<file path="config.mk">
export PLATFORM = sky130hd
export DESIGN_NAME = aes_subbytes_seq
export DESIGN_NICKNAME = d
export VERILOG_FILES = /design/src/rtl/aes_pkg.sv /design/src/rtl/inv_sbox.sv /design/src/rtl/sbox.sv /design/src/rtl/aes_subbytes_seq.sv
export SDC_FILE = /design/constraint.sdc
export NUM_CORES = 1
export LEC_CHECK = 0
export ABC_AREA = 1
export BUFFER_PORTS_ARGS = -buffer_cell sky130_fd_sc_hd__buf_2
export CAP_MARGIN = 20
export CORE_ASPECT_RATIO = 0.7
export CORE_MARGIN = 1
export CORE_UTILIZATION = 32
export CTS_CLUSTER_SIZE = 16
export DETAILED_ROUTE_END_ITERATION = 8
export SYNTH_ARGS = -nofsm -noshare
export SYNTH_HDL_FRONTEND = slang
export SYNTH_SLANG_ARGS = --single-unit
</file>
<file path="constraint.sdc">
create_clock -name clk -period 2.4 [get_ports clk]
set_input_delay 0.24 -clock clk [delete_from_list [all_inputs] [get_ports clk]]
set_output_delay 0.24 -clock clk [all_outputs]
set_load 0.005 [all_outputs]
</file>
<file path="src/rtl/aes_pkg.sv">
`default_nettype none
// ============================================================================
//  Module      : aes_pkg
//  Description : Shared AES widths, SubBytes engine state type and the
//                byte-index helper (byte 0 in the most significant bits).
//  Revision    : 1.0  initial release
// ============================================================================
package aes_pkg;

    localparam int AES_BLOCK_W = 128;
    localparam int AES_BYTE_W  = 8;
    localparam int AES_NBYTES  = AES_BLOCK_W / AES_BYTE_W;

    typedef enum logic [1:0] {
        IDLE = 2'd0,
        BUSY = 2'd1,
        DONE = 2'd2
    } aes_state_e;

    // MSB position of byte idx inside a block; use as [aes_byte_msb(i) -: 8].
    function automatic int aes_byte_msb(input int idx);
        return AES_BLOCK_W - 1 - AES_BYTE_W * idx;
    endfunction

endpackage
`default_nettype wire

</file>
<file path="src/rtl/inv_sbox.sv">
`default_nettype none
// ============================================================================
//  Module      : inv_sbox
//  Description : Combinational AES inverse S-box (endereco -> dado).
//  Revision    : 1.0  initial release
// ============================================================================
module inv_sbox (
    input  logic [7:0] endereco,
    output logic [7:0] dado
);

    localparam logic [2047:0] c_inv_sbox_table = {
        128'h52096ad53036a538bf40a39e81f3d7fb,
        128'h7ce339829b2fff87348e4344c4dee9cb,
        128'h547b9432a6c2233dee4c950b42fac34e,
        128'h082ea16628d924b2765ba2496d8bd125,
        128'h72f8f66486689816d4a45ccc5d65b692,
        128'h6c704850fdedb9da5e154657a78d9d84,
        128'h90d8ab008cbcd30af7e45805b8b34506,
        128'hd02c1e8fca3f0f02c1afbd0301138a6b,
        128'h3a9111414f67dcea97f2cfcef0b4e673,
        128'h96ac7422e7ad3585e2f937e81c75df6e,
        128'h47f11a711d29c5896fb7620eaa18be1b,
        128'hfc563e4bc6d279209adbc0fe78cd5af4,
        128'h1fdda8338807c731b11210592780ec5f,
        128'h60517fa919b54a0d2de57a9f93c99cef,
        128'ha0e03b4dae2af5b0c8ebbb3c83539961,
        128'h172b047eba77d626e169146355210c7d
    };

    logic [7:0] w_table [256];

    for (genvar i = 0; i < 256; i++) begin : g_entry
        assign w_table[i] = c_inv_sbox_table[2047 - 8 * i -: 8];
    end

    assign dado = w_table[endereco];

endmodule
`default_nettype wire

</file>
<file path="src/rtl/sbox.sv">
`default_nettype none
// ============================================================================
//  Module      : sbox
//  Description : Combinational AES forward S-box (endereco -> dado).
//  Revision    : 1.0  initial release
// ============================================================================
module sbox (
    input  logic [7:0] endereco,
    output logic [7:0] dado
);

    // Entry 0 sits in the top byte of the table constant.
    localparam logic [2047:0] c_sbox_table = {
        128'h637c777bf26b6fc53001672bfed7ab76,
        128'hca82c97dfa5947f0add4a2af9ca472c0,
        128'hb7fd9326363ff7cc34a5e5f171d83115,
        128'h04c723c31896059a071280e2eb27b275,
        128'h09832c1a1b6e5aa0523bd6b329e32f84,
        128'h53d100ed20fcb15b6acbbe394a4c58cf,
        128'hd0efaafb434d338545f9027f503c9fa8,
        128'h51a3408f929d38f5bcb6da2110fff3d2,
        128'hcd0c13ec5f974417c4a77e3d645d1973,
        128'h60814fdc222a908846eeb814de5e0bdb,
        128'he0323a0a4906245cc2d3ac629195e479,
        128'he7c8376d8dd54ea96c56f4ea657aae08,
        128'hba78252e1ca6b4c6e8dd741f4bbd8b8a,
        128'h703eb5664803f60e613557b986c11d9e,
        128'he1f8981169d98e949b1e87e9ce5528df,
        128'h8ca1890dbfe6426841992d0fb054bb16
    };

    logic [7:0] w_table [256];

    for (genvar i = 0; i < 256; i++) begin : g_entry
        assign w_table[i] = c_sbox_table[2047 - 8 * i -: 8];
    end

    assign dado = w_table[endereco];

endmodule
`default_nettype wire

</file>
<file path="src/rtl/aes_subbytes_seq.sv">
`default_nettype none
// ============================================================================
//  Module      : aes_subbytes_seq
//  Description : Sequential AES SubBytes engine, LANES bytes per cycle over
//                valid/ready in and out. Define AES_SUBBYTES_INV_EN to add the
//                inv_mode port and InvSubBytes support.
//  Revision    : 1.0  initial release
// ============================================================================
module aes_subbytes_seq
    import aes_pkg::*;
#(
    parameter int LANES = 4
) (
    input  logic                   clk,
    input  logic                   rst_n,
    input  logic                   in_valid,
    output logic                   in_ready,
    input  logic [AES_BLOCK_W-1:0] in_state,
`ifdef AES_SUBBYTES_INV_EN
    input  logic                   inv_mode,
`endif
    output logic                   out_valid,
    input  logic                   out_ready,
    output logic [AES_BLOCK_W-1:0] out_state,
    output logic                   busy
);

    localparam int NBEATS = AES_NBYTES / LANES;
    localparam int CW     = (NBEATS > 1) ? $clog2(NBEATS) : 1;

    if (!(LANES == 1 || LANES == 2 || LANES == 4 || LANES == 8 || LANES == 16)) begin : g_bad_lanes
        $error("aes_subbytes_seq: LANES must be 1, 2, 4, 8 or 16");
    end

    aes_state_e             state_q, state_d;
    logic [CW-1:0]          cnt_q, cnt_d;
    logic [AES_BLOCK_W-1:0] work_q, work_d;
    logic [AES_BLOCK_W-1:0] w_work_sub;
    logic                   w_accept;

    logic [AES_BYTE_W-1:0]  w_byte [AES_NBYTES];
    logic [AES_BYTE_W-1:0]  w_fwd  [LANES];
    logic [AES_BYTE_W-1:0]  w_sub  [LANES];

`ifdef AES_SUBBYTES_INV_EN
    logic                   inv_q, inv_d;
    logic [AES_BYTE_W-1:0]  w_inv  [LANES];
`endif

    // Lane l serves byte cnt*LANES + l of the work register.
    for (genvar l = 0; l < LANES; l++) begin : g_lane
        logic [3:0] w_idx;
        assign w_idx = 4'(int'(cnt_q) * LANES + l);

        sbox u_sbox (
            .endereco (w_byte[w_idx]),
            .dado     (w_fwd[l])
        );
`ifdef AES_SUBBYTES_INV_EN
        inv_sbox u_inv_sbox (
            .endereco (w_byte[w_idx]),
            .dado     (w_inv[l])
        );
        assign w_sub[l] = inv_q ? w_inv[l] : w_fwd[l];
`else
        assign w_sub[l] = w_fwd[l];
`endif
    end

    // Byte i belongs to beat i/LANES and is produced by lane i%LANES.
    for (genvar i = 0; i < AES_NBYTES; i++) begin : g_byte
        assign w_byte[i] = work_q[aes_byte_msb(i) -: AES_BYTE_W];
        assign w_work_sub[aes_byte_msb(i) -: AES_BYTE_W] =
            (cnt_q == CW'(i / LANES)) ? w_sub[i % LANES] : w_byte[i];
    end

    assign in_ready  = (state_q == IDLE) || ((state_q == DONE) && out_ready);
    assign w_accept  = in_valid && in_ready;
    assign out_valid = (state_q == DONE);
    assign busy      = (state_q == BUSY);
    assign out_state = out_valid ? work_q : '0;

    always_comb begin
        state_d = state_q;
        cnt_d   = cnt_q;
        work_d  = work_q;
`ifdef AES_SUBBYTES_INV_EN
        inv_d   = inv_q;
`endif
        unique case (state_q)
            IDLE: ;
            BUSY: begin
                work_d = w_work_sub;
                if (cnt_q == CW'(NBEATS - 1)) begin
                    cnt_d   = '0;
                    state_d = DONE;
                end else begin
                    cnt_d = cnt_q + CW'(1);
                end
            end
            DONE: begin
                if (out_ready) begin
                    state_d = IDLE;
                end
            end
            default: state_d = IDLE;
        endcase

        // Accept overrides DONE->IDLE so a waiting block starts without a bubble.
        if (w_accept) begin
            state_d = BUSY;
            cnt_d   = '0;
            work_d  = in_state;
`ifdef AES_SUBBYTES_INV_EN
            inv_d   = inv_mode;
`endif
        end
    end

    always_ff @(posedge clk or negedge rst_n) begin
        if (!rst_n) begin
            state_q <= IDLE;
            cnt_q   <= '0;
            work_q  <= '0;
`ifdef AES_SUBBYTES_INV_EN
            inv_q   <= 1'b0;
`endif
        end else begin
            state_q <= state_d;
            cnt_q   <= cnt_d;
            work_q  <= work_d;
`ifdef AES_SUBBYTES_INV_EN
            inv_q   <= inv_d;
`endif
        end
    end

endmodule
`default_nettype wire
</file>
==> summary.txt <==
Floorplan
  • Core area: 0.0637 sq mm
  • Rows: 77
  • Die W: 307 um
  • Die area: 0.0661 sq mm
  • Initial core utilization: 32.7%
  • Chip height: 215 um
  • # IOs: 263

STA
  • Worst-Margin Slew: 0.795 ns
  • Max_slew headroom: 46.4%
  • RSZ-0062 raised after global routing: true
  • Achievable frequency: 0.357 GHz
  • Final Hold Fails: 0
  • Clock Skews: 0.0134 ns
  • Setup ws final: -0.404 ns
  • Final min period: 2.80 ns
  • Max Slew Vio Count: 0
  • Part of the cycle the worst path needs: 117%
  • Endpoints failing setup: 130

Logic synthesis
  • Synth top area share: 30.4%
  • Synth area leaders: nand3_1 (30%), nand2_1 (19%), dfrtp_1 (16%)
  • Sequential fraction of the synthesis area: 15.9%
  • Synth Area in Simple Gates: 57.0%
  • Main combinational cell family by area after synthesis: simple AND/OR/NAND/NOR gates
  • Post-synthesis mux area share: 0%
  • Adder-cell share of the synthesized area: 3.61%
  • Mapped Nets: 3996
  • Post-Synthesis Cell Area: 0.0208 sq mm
  • Synth Area in XOR/XNOR: 0%
  • Cell accounting for the most synthesized area: nand3_1
  • Syn Area/Cell: 5.47 sq um
  • Compound-cell area share of the yosys netlist: 10.8%
  • Seq cells post-synth: 132
  • Yosys warns: 0
  • Synth cell types: 30
  • Post-Syn Instances: 3804

CTS
  • H-tree Lvls: 4
  • CTS tree: done
  • Root Buffer: clkbuf_16
  • Worst-case clock buffer depth: 2
  • Num CTS Buffers: 17
  • Worst-path clk slew: 0.07 ns
  • Clock Sinks: 132
  • Clk Latency, worst-skew pair: 0.52 ns

Drt
  • Average wire per standard cell: 24.1 um
  • DRC viols: 0
  • Vias: 31870
  • DRT iter0 DRCs: 4863
  • Drt pass-1 iters: 8
  • Routed WL: 133000 um
  • Vias/cell: 5.77
  • Antenna Nets Post-Route: 0

Global routing
  • Largest net degree at the start of global routing: 130
  • GR Util All Layers: 39.2%
  • Number of global-route vias before repair: 29249
  • GR Overflow Total: 0
  • Initial antenna violation count: 4
  • First-pass GRT wire length: 194000 um

Place
  • Placed inst area: 0.0293 sq mm
  • IO Port Bufs: 262
  • Placer Congestion: 1.11
  • DP Wirelength: 102000 um

Finish
  • Share of cells above drive strength 1: 32.9%
  • Layout area overhead: 51.5%
  • Commonest cells after routing, fill and taps aside: nand3_1 (1153), nand2_1 (937), buf_4 (700)
  • Cell area after layout: 0.0315 sq mm
  • Final nets: 4831
  • Commonest non-fill, non-tap cell in the layout: nand3_1

Setup path
  • Crit-path cells: buf_12, buf_4, nand2_1, nand2_1, nand2_1, nand2_4, buf_4, buf_4, ha_1, a21oi_1, nand2_1, nand3_1, nand2_2, nand2_1, nand3_1, nand3_2, buf_4, o21bai_1
  • Crit path DAT: 3.19 ns
  • Max incr delay on CP: 0.53 ns
  • Crit-path most repeated cell: nand2_1
  • Max FO, Critical Path: 17
  • Crit path kind: reg -> reg
  • Critical path endpoint category: register
  • Slowest cell on crit path: dfrtp_4
  • Worst endpoint required time: 2.78 ns
  • CP Launch Type: register

Run status
  • Failing checks: negative setup slack
  • Status: finished with violations

Run
  • Maxcap violations: 0

Min path
  • Worst Hold Class: in -> reg
## per-layer routing
| layer | routed length [um] | track usage [%] | up-vias |
|---|---|---|---|
| li1 | - | - | 14370 |
| met1 | 57800 | 57.3 | 14882 |
| met2 | 51000 | 52.5 | 2244 |
| met3 | 18200 | 11.6 | 370 |
| met4 | 5920 | 16.1 | 4 |
| met5 | 28 | 0 | - |
## metrics by stage
stage / setup slack (ns) / util (%) / hold WS (ns) / instances / TNS, ns
3_5_place_dp: -0.603 / 46.0 / 0.280 / 5461 / -58.90
3_3_place_gp: -0.608 / 46.0 / 0.277 / 5461 / -59.55
4_1_cts: -0.380 / 48.3 / 0.0218 / 5510 / -39.00
5_1_grt: -0.515 / 49.5 / 0.0785 / 5521 / -56.49
6_report: -0.404 / 49.5 / 0.0490 / 5522 / -42.42
2_1_floorplan: -0.0167 / - / -0.0556 / 3804 / -0.0311
## logic make-up after synthesis
group | after synthesis
and+or+nand+nor | 2668
buffers and inverters | 572
AOI/OAI and AO/OA | 372
DFF | 132
adders and majority gates | 60
## cell type report
type                            instances  area [sq um]
Clock buffer                           18           429
Clock inverter                         14           179
Timing Repair Buffer                 1101          9060
Sequential cell                       132          3310
Tap cell                              869          1090
Inverter                              286          1110
Multi-Input combinational cell       3101         16400
Fill cell                            6681         32100
Antenna cell                            1          2.50
## state kept, by name, indices dropped and copies added, names as in the netlist
name,count
w_byte,128
state_q,2
cnt_q,2
## repair_timing
item,4_1_cts,5_1_grt
setup endpoints to repair,135,132
resized for setup,191,184
hold buffers,2,0
gates cloned,1,1
pin swaps,29,24
endpoints found under the hold margin,45,0
buffers inserted,14,10
## synth_stat cells
master and n:
ha_1 60, buf_1 14, dfrtp_1 132, o211ai_1 10
o21ai_1 12, a32oi_4 4, nand3b_1 3, o21ai_0 138
a31oi_1 2, clkbuf_1 84, o21bai_1 91, o21ai_2 1
nand2_4 4, nor2_2 1, buf_2 116, nand3_2 9
nand3_1 1265, nand2_2 53, nand4_1 12, inv_1 272
buf_4 52, nor2_1 272, o22ai_1 3, buf_6 20
nand2_1 1048, inv_2 13, a21oi_1 108, a32oi_2 3
nand3_4 1, inv_4 1
## worst max-delay path: cells and delay by family (launching register included)
| family | cells | cell delay [ns] |
|---|---|---|
| buffers and inverters | 5 | 0.80 |
| and+or+nand+nor | 10 | 0.86 |
| AOI/OAI and AO/OA | 2 | 0.22 |
| DFF | 1 | 0.53 |
| adders and majority gates | 1 | 0.21 |
## final timing paths
path                              end  cells past startpoint         start  slack, ns
hold reg to reg            w_byte[93]                      2    w_byte[93]       0.52
hold / removal             w_byte[97]                      4  in_state[97]       0.05
min in group asynchronous  w_byte[90]                      2         rst_n       0.29
max in group asynchronous  w_byte[18]                      3         rst_n       1.47
setup reg to reg           w_byte[66]                     18      cnt_q[0]      -0.40
setup / recovery           w_byte[66]                     18      cnt_q[0]      -0.40
Power is left out: the tool's default activity adds up to more than one toggle a clock period on the data nets, which glitch-free logic cannot reach.
